### src/rtl/core_v_mcu_rst_strap_ctrl.sv
// core_v_mcu_rst_strap_ctrl
//   Reset conditioner and boot-strap latch between the FPGA pad buffers and core_v_mcu.
//   The raw reset pad is synchronised and debounced. Reset is then held for a fixed time.
//   The stm/bootsel straps are captured once, at reset release, and stay frozen afterwards.
//
// Parameters
//   SYNC_STAGES      flops per synchroniser (>= 2)
//   DEBOUNCE_CYCLES  consecutive equal synchronised samples needed to accept a pad level (>= 1)
//   HOLD_CYCLES      extra reset cycles after strap capture (0 skips the hold phase)
//
// Ports
//   clk_i          reference clock
//   rst_ni         async active-low reset (clock-gen lock / power-on)
//   pad_rstn_i     raw reset pad, asynchronous, may bounce
//   stm_pad_i      raw STM strap pad
//   bootsel_pad_i  raw boot-select strap pad
//   rstn_o         conditioned reset to core_v_mcu (single flop output)
//   stm_o          latched STM strap
//   bootsel_o      latched boot-select strap
//   rst_state_o    FSM state for debug: 0 assert, 1 wait, 2 sample, 3 hold, 4 run
//
// Build option
//   CORE_V_MCU_RST_FAST_ASSERT_EN: in run, a single low synchronised pad sample re-asserts reset.
//   The release path does not change.

module core_v_mcu_rst_strap_ctrl #(
  parameter int unsigned SYNC_STAGES     = 2,
  parameter int unsigned DEBOUNCE_CYCLES = 1024,
  parameter int unsigned HOLD_CYCLES     = 256
) (
  input  logic       clk_i,
  input  logic       rst_ni,
  input  logic       pad_rstn_i,
  input  logic       stm_pad_i,
  input  logic       bootsel_pad_i,
  output logic       rstn_o,
  output logic       stm_o,
  output logic       bootsel_o,
  output logic [2:0] rst_state_o
);

  localparam int unsigned CntMax = (DEBOUNCE_CYCLES > HOLD_CYCLES) ? DEBOUNCE_CYCLES
                                                                    : HOLD_CYCLES;
  localparam int unsigned CNT_W  = $clog2(CntMax + 1);

  localparam logic [CNT_W-1:0] DebTerm  = CNT_W'(DEBOUNCE_CYCLES);
  localparam logic [CNT_W-1:0] HoldTerm = CNT_W'(HOLD_CYCLES);
  localparam logic [CNT_W-1:0] CntOne   = CNT_W'(1);

  typedef enum logic [2:0] {
    StAssert = 3'd0,
    StWait   = 3'd1,
    StSample = 3'd2,
    StHold   = 3'd3,
    StRun    = 3'd4
  } state_e;

  // Synchronisers: bit 0 samples the pad, the MSB is the only bit used downstream.
  logic [SYNC_STAGES-1:0] r_pad_sync;
  logic [SYNC_STAGES-1:0] r_stm_sync;
  logic [SYNC_STAGES-1:0] r_boot_sync;

  always_ff @(posedge clk_i or negedge rst_ni) begin
    if (!rst_ni) begin
      r_pad_sync  <= '0;
      r_stm_sync  <= '0;
      r_boot_sync <= '0;
    end else begin
      r_pad_sync  <= {r_pad_sync[SYNC_STAGES-2:0], pad_rstn_i};
      r_stm_sync  <= {r_stm_sync[SYNC_STAGES-2:0], stm_pad_i};
      r_boot_sync <= {r_boot_sync[SYNC_STAGES-2:0], bootsel_pad_i};
    end
  end

  logic w_pad;
  logic w_stm;
  logic w_boot;

  assign w_pad  = r_pad_sync[SYNC_STAGES-1];
  assign w_stm  = r_stm_sync[SYNC_STAGES-1];
  assign w_boot = r_boot_sync[SYNC_STAGES-1];

  state_e           r_state;
  logic [CNT_W-1:0] r_cnt;
  logic             r_rstn;
  logic             r_stm;
  logic             r_boot;
  logic [CNT_W-1:0] w_cnt_inc;

  // Saturating increment, so the counter can never wrap back to a non-terminal value.
  assign w_cnt_inc = (r_cnt == '1) ? r_cnt : r_cnt + CntOne;

  always_ff @(posedge clk_i or negedge rst_ni) begin
    if (!rst_ni) begin
      r_state <= StAssert;
      r_cnt   <= '0;
      r_rstn  <= 1'b0;
      r_stm   <= 1'b0;
      r_boot  <= 1'b0;
    end else begin
      unique case (r_state)
        StAssert: begin
          r_rstn <= 1'b0;
          // The high sample seen here is the first of the debounce run.
          if (w_pad) begin
            if (DEBOUNCE_CYCLES == 1) begin
              r_state <= StSample;
              r_cnt   <= '0;
            end else begin
              r_state <= StWait;
              r_cnt   <= CntOne;
            end
          end else begin
            r_cnt <= '0;
          end
        end

        StWait: begin
          // A low sample takes priority over a terminal count.
          if (!w_pad) begin
            r_state <= StAssert;
            r_cnt   <= '0;
          end else if (w_cnt_inc == DebTerm) begin
            r_state <= StSample;
            r_cnt   <= '0;
          end else begin
            r_cnt <= w_cnt_inc;
          end
        end

        StSample: begin
          r_stm  <= w_stm;
          r_boot <= w_boot;
          r_cnt  <= '0;
          if (!w_pad) begin
            r_state <= StAssert;
          end else if (HOLD_CYCLES == 0) begin
            r_state <= StRun;
            r_rstn  <= 1'b1;
          end else begin
            r_state <= StHold;
          end
        end

        StHold: begin
          if (!w_pad) begin
            r_state <= StAssert;
            r_cnt   <= '0;
          end else if (w_cnt_inc == HoldTerm) begin
            r_state <= StRun;
            r_rstn  <= 1'b1;
            r_cnt   <= '0;
          end else begin
            r_cnt <= w_cnt_inc;
          end
        end

        StRun: begin
          if (!w_pad) begin
`ifdef CORE_V_MCU_RST_FAST_ASSERT_EN
            r_state <= StAssert;
            r_rstn  <= 1'b0;
            r_cnt   <= '0;
`else
            // The low run is debounced exactly like the release path.
            if (w_cnt_inc == DebTerm) begin
              r_state <= StAssert;
              r_rstn  <= 1'b0;
              r_cnt   <= '0;
            end else begin
              r_cnt <= w_cnt_inc;
            end
`endif
          end else begin
            r_cnt <= '0;
          end
        end

        default: begin
          r_state <= StAssert;
          r_rstn  <= 1'b0;
          r_cnt   <= '0;
        end
      endcase
    end
  end

  assign rstn_o      = r_rstn;
  assign stm_o       = r_stm;
  assign bootsel_o   = r_boot;
  assign rst_state_o = r_state;

endmodule

### config.mk
export PLATFORM = sky130hd
export DESIGN_NAME = core_v_mcu_rst_strap_ctrl
export DESIGN_NICKNAME = d
export VERILOG_FILES = /design/src/rtl/core_v_mcu_rst_strap_ctrl.sv
export SDC_FILE = /design/constraint.sdc
export NUM_CORES = 1
export LEC_CHECK = 0
export ABC_AREA = 1
export CAP_MARGIN = 20
export CELL_PAD_IN_SITES_DETAIL_PLACEMENT = 1
export CELL_PAD_IN_SITES_GLOBAL_PLACEMENT = 1
export CORE_MARGIN = 5
export CORE_UTILIZATION = 44
export DETAILED_ROUTE_END_ITERATION = 12
export PLACE_DENSITY = 0.87
export SYNTH_ARGS = -nofsm -noshare
export SYNTH_HDL_FRONTEND = slang
export SYNTH_SLANG_ARGS = --single-unit
### constraint.sdc
create_clock -name clk_i -period 6 [get_ports clk_i]
set_clock_uncertainty 0.1 [all_clocks]
set_input_delay 0.9 -clock clk_i [delete_from_list [all_inputs] [get_ports clk_i]]
set_output_delay 0.9 -clock clk_i [all_outputs]
set_load 0.01 [all_outputs]
==> flow_summary_export.csv <==
group,metric,value,unit
layout,drive_gt1_share,12.7,%
routing,detail_route.wl_per_cell,15.1,um
layout,final_core_utilization,51.6,%
floorplan,io_pins,11,
pwr,swShare,41.0,%
timing,worst_slew_pin_slew,426,ps
cts,clockBufferDepth,2,
setup_path,cp_max_fo,7,
layout,nets,180,
synth,yosys.area.top_type,"dfrtp_1",
routing,drt_iter0_markers,24,
floorplan,dieHeight,62.9,um
timing,min_period,2400,ps
timing,finalMaxSlewViolations,0,
global_routing,grt_max_degree,24,
setup_path,setup.worst_path.start_class,"flop",
cts,cts_tree,"built",
place,gp_congestion,0.840,
worst_hold_path,min_from,"r_boot_sync[0]",
floorplan,die_area,3960,um2
layout,ff_latch_area,576,um2
global_routing,grt-ovfl-total,0,
layout,multi_input_area,562,um2
timing,grt_setup_unrepaired,"false",
setup_path,end_kind,"output port",
synth,synth_cell_types,22,
status,status,"completed",
global_routing,grt_pass1_vias,1255,
routing,route.detailed.drc,0,
setup_path,cp_cell_sequence,"clkdlybuf4s50_1",
place,hpwl,2.43,mm
layout,n_fill_cell,361,
pwr,p_seq_share,43.6,%
global_routing,grtUsageTotal,17.8,%
pwr,p_per_area,350,nW/um2
worst_hold_path,holdPathStages,0,
synth,synthFlopType,"dfrtp_1",
worst_hold_path,min_delay_worst_endpoint,"r_boot_sync[1]",
timing,period_share,39.9,%
layout,stdcell_count,204,
timing,max_slew_margin,71.5,%
setup_path,slowest_stage,"clkdlybuf4s50_1",
routing,vias,1084,
pwr,p_leak,0.645,nW
timing,hold_violations,0,
setup_path,r2r-start,"r_cnt[0]",
setup_path,cp.arrival,1400,ps
global_routing,grt_pass1_wl,5.64,mm
setup_path,critical_path_class,"flop to output port",
worst_hold_path,hp-class,"flop to flop",
timing,final.setup.tns,0,ps
layout,antenna_cells,0,
setup_path,cp_slowest_stage_delay,580,ps
cts,clock-sinks,23,
routing,postRouteAntennaNets,0,
synth,syn_area_per_cell,7.74,um2
pwr,switching_power,200,uW
synth,synth_area,1230,um2
synth,synth_edf_count,0,
place,place_inst,199,
synth,syn_nets,165,
cts,post_cts_resized,0,
synth,seq_area_frac_synth,46.7,%
routing,vias_per_cell,5.31,
pwr,intPower,289,uW
floorplan,die_w,62.9,um
timing,finalSetupViolCount,0,
place,port_buffers,10,
cts,cts_setup_buffers,0,
timing,max_freq,417,MHz
pwr,p_clk_share,15.0,%
floorplan,num_rows,19,
setup_path,timing.rr.end,"rst_state_o[1]",
synth,synth-seq-cells,23,
floorplan,fp.coreArea,2710,um2
synth,synthTopCellsByArea,"dfrtp_1 47%, nand2_1 13%, nor2_1 6.4%",
pwr,combPwrFrac,41.4,%
cts,cts_root_buffer,"clkbuf_4",
synth,synthCells,159,
setup_path,worstPathRequired,5000,ps
cts,numCtsBuffers,3,
cts,worstSkewPairLatency,330,ps
setup_path,reg2reg_depth,14,
cts,htree_levels,1,
layout,area_growth,13.5,%
setup_path,regToRegSetupSlack,3620,ps
synth,synth_top_area_share,46.7,%
routing,first_pass_iters,4,
synth,synth_async_sr_flop_share,100,%
global_routing,antenna_found_initial,0,
floorplan,start_util,45.4,%
setup_path,critPathTopFamily,"buffers and inverters",
pwr,peakVddDrop,237,uV
cts,clk_pin_slew,130,ps
setup_path,path_buf_inv,1,
cts,ctsHoldBuffers,0,
routing,routed_wl,3.08,mm
flow_run,maxCapViolCount,0,
synth,yosysWarnings,0,
[placed cells by master, fill, tap and decap left out]
cell type,instances
nand3b_1,1
inv_1,17
clkinv_2,1
o21ai_0,1
nand3_2,5
nand2_2,2
inv_2,4
ha_1,1
xor2_1,1
nor2_2,3
nand2_1,42
clkdlybuf4s50_1,10
a21oi_1,11
buf_6,1
o21ai_1,3
nand4_1,2
xnor2_1,1
dfrtp_1,23
nor2_1,21
clkbuf_4,3
nor2_4,1
mux2_2,2
clkinv_1,1
nand3_1,14
o21bai_1,2
[registers in the layout (all words and copies together), names as in the netlist]
name / flops
bootsel_o: 1
r_stm_sync: 2
rstn_o: 1
r_cnt: 11
r_boot_sync: 2
r_pad_sync: 2
rst_state_o: 3
stm_o: 1
[cell type report]
class	instances	area share, %
sequential	23	41.2
multi-input combinational	113	40.2
timing repair buffer	11	7.97
inverter	22	5.91
tap	31	2.78
clock buffer	3	1.61
clock inverter	1	0.358
[per-stage QoR]
step | power (mW) | hold slack (ps) | setup slack [ps] | area (um2)
floorplan | 0.327 | 231 | 4100 | 1230
global placement | 0.394 | 232 | 3810 | 1360
detailed placement | 0.413 | 246 | 3670 | 1360
CTS | 0.491 | 264 | 3600 | 1390
global route | 0.529 | 288 | 3390 | 1400
finish | 0.489 | 261 | 3600 | 1400
[synth_stat cells, drive strengths merged (2+ instances only)]
| cell type | number |
|---|---|
| a21oi | 11 |
| dfrtp | 23 |
| inv | 21 |
| mux2 | 2 |
| nand2 | 44 |
| nand3 | 19 |
| nand4 | 2 |
| nor2 | 25 |
| o21ai | 4 |
| o21bai | 2 |
[power groups by stage]
stage          logic, mW  registers, mW  clock network [mW]
4_1_cts            0.203          0.213              0.0754
5_1_grt            0.228          0.218              0.0836
2_1_floorplan      0.110          0.217                   0
6_report           0.202          0.213              0.0735
3_3_place_gp       0.182          0.212                   0
3_5_place_dp       0.197          0.216                   0
[routing by layer]
metal | up-vias | GRT usage, % | share of wire [%]
li1 | 530 | - | -
met1 | 531 | 20.7 | 44
met2 | 16 | 30.8 | 52
met3 | 7 | 3.24 | 1.7
met4 | 0 | 9.28 | 2.6
met5 | - | 0 | 0
[cell families (layout without fill, tap and decap cells)]
| kind of cell | count (synthesis) | after routing | synth area share [%] |
|---|---|---|---|
| adder cells (fa/ha/maj) | 1 | 1 | 1.02 |
| multiplexers | 2 | 2 | 1.83 |
| AO/OA/AOI/OAI | 17 | 17 | 7.32 |
| XOR/XNOR | 2 | 2 | 1.42 |
| flip-flops | 23 | 23 | 46.7 |
| AND/OR/NAND/NOR | 91 | 91 | 34.0 |
| buffers and inverters | 23 | 37 | 7.62 |
[worst max path at each step]
stage | startpoint | end | slack [ps] | depth (start not counted)
detailed placement | r_cnt[0] | rst_state_o[1] | 3670 | 14
CTS | rst_state_o[2] | rst_state_o[2] | 3600 | 1
global placement | rst_ni | r_cnt[10] | 3810 | 1
global route | r_cnt[0] | rst_state_o[1] | 3390 | 14
finish | rst_state_o[2] | rst_state_o[2] | 3600 | 1
floorplan | r_cnt[0] | r_cnt[0] | 4100 | 12
No activity file was read; power rests on OpenSTA's default activity.
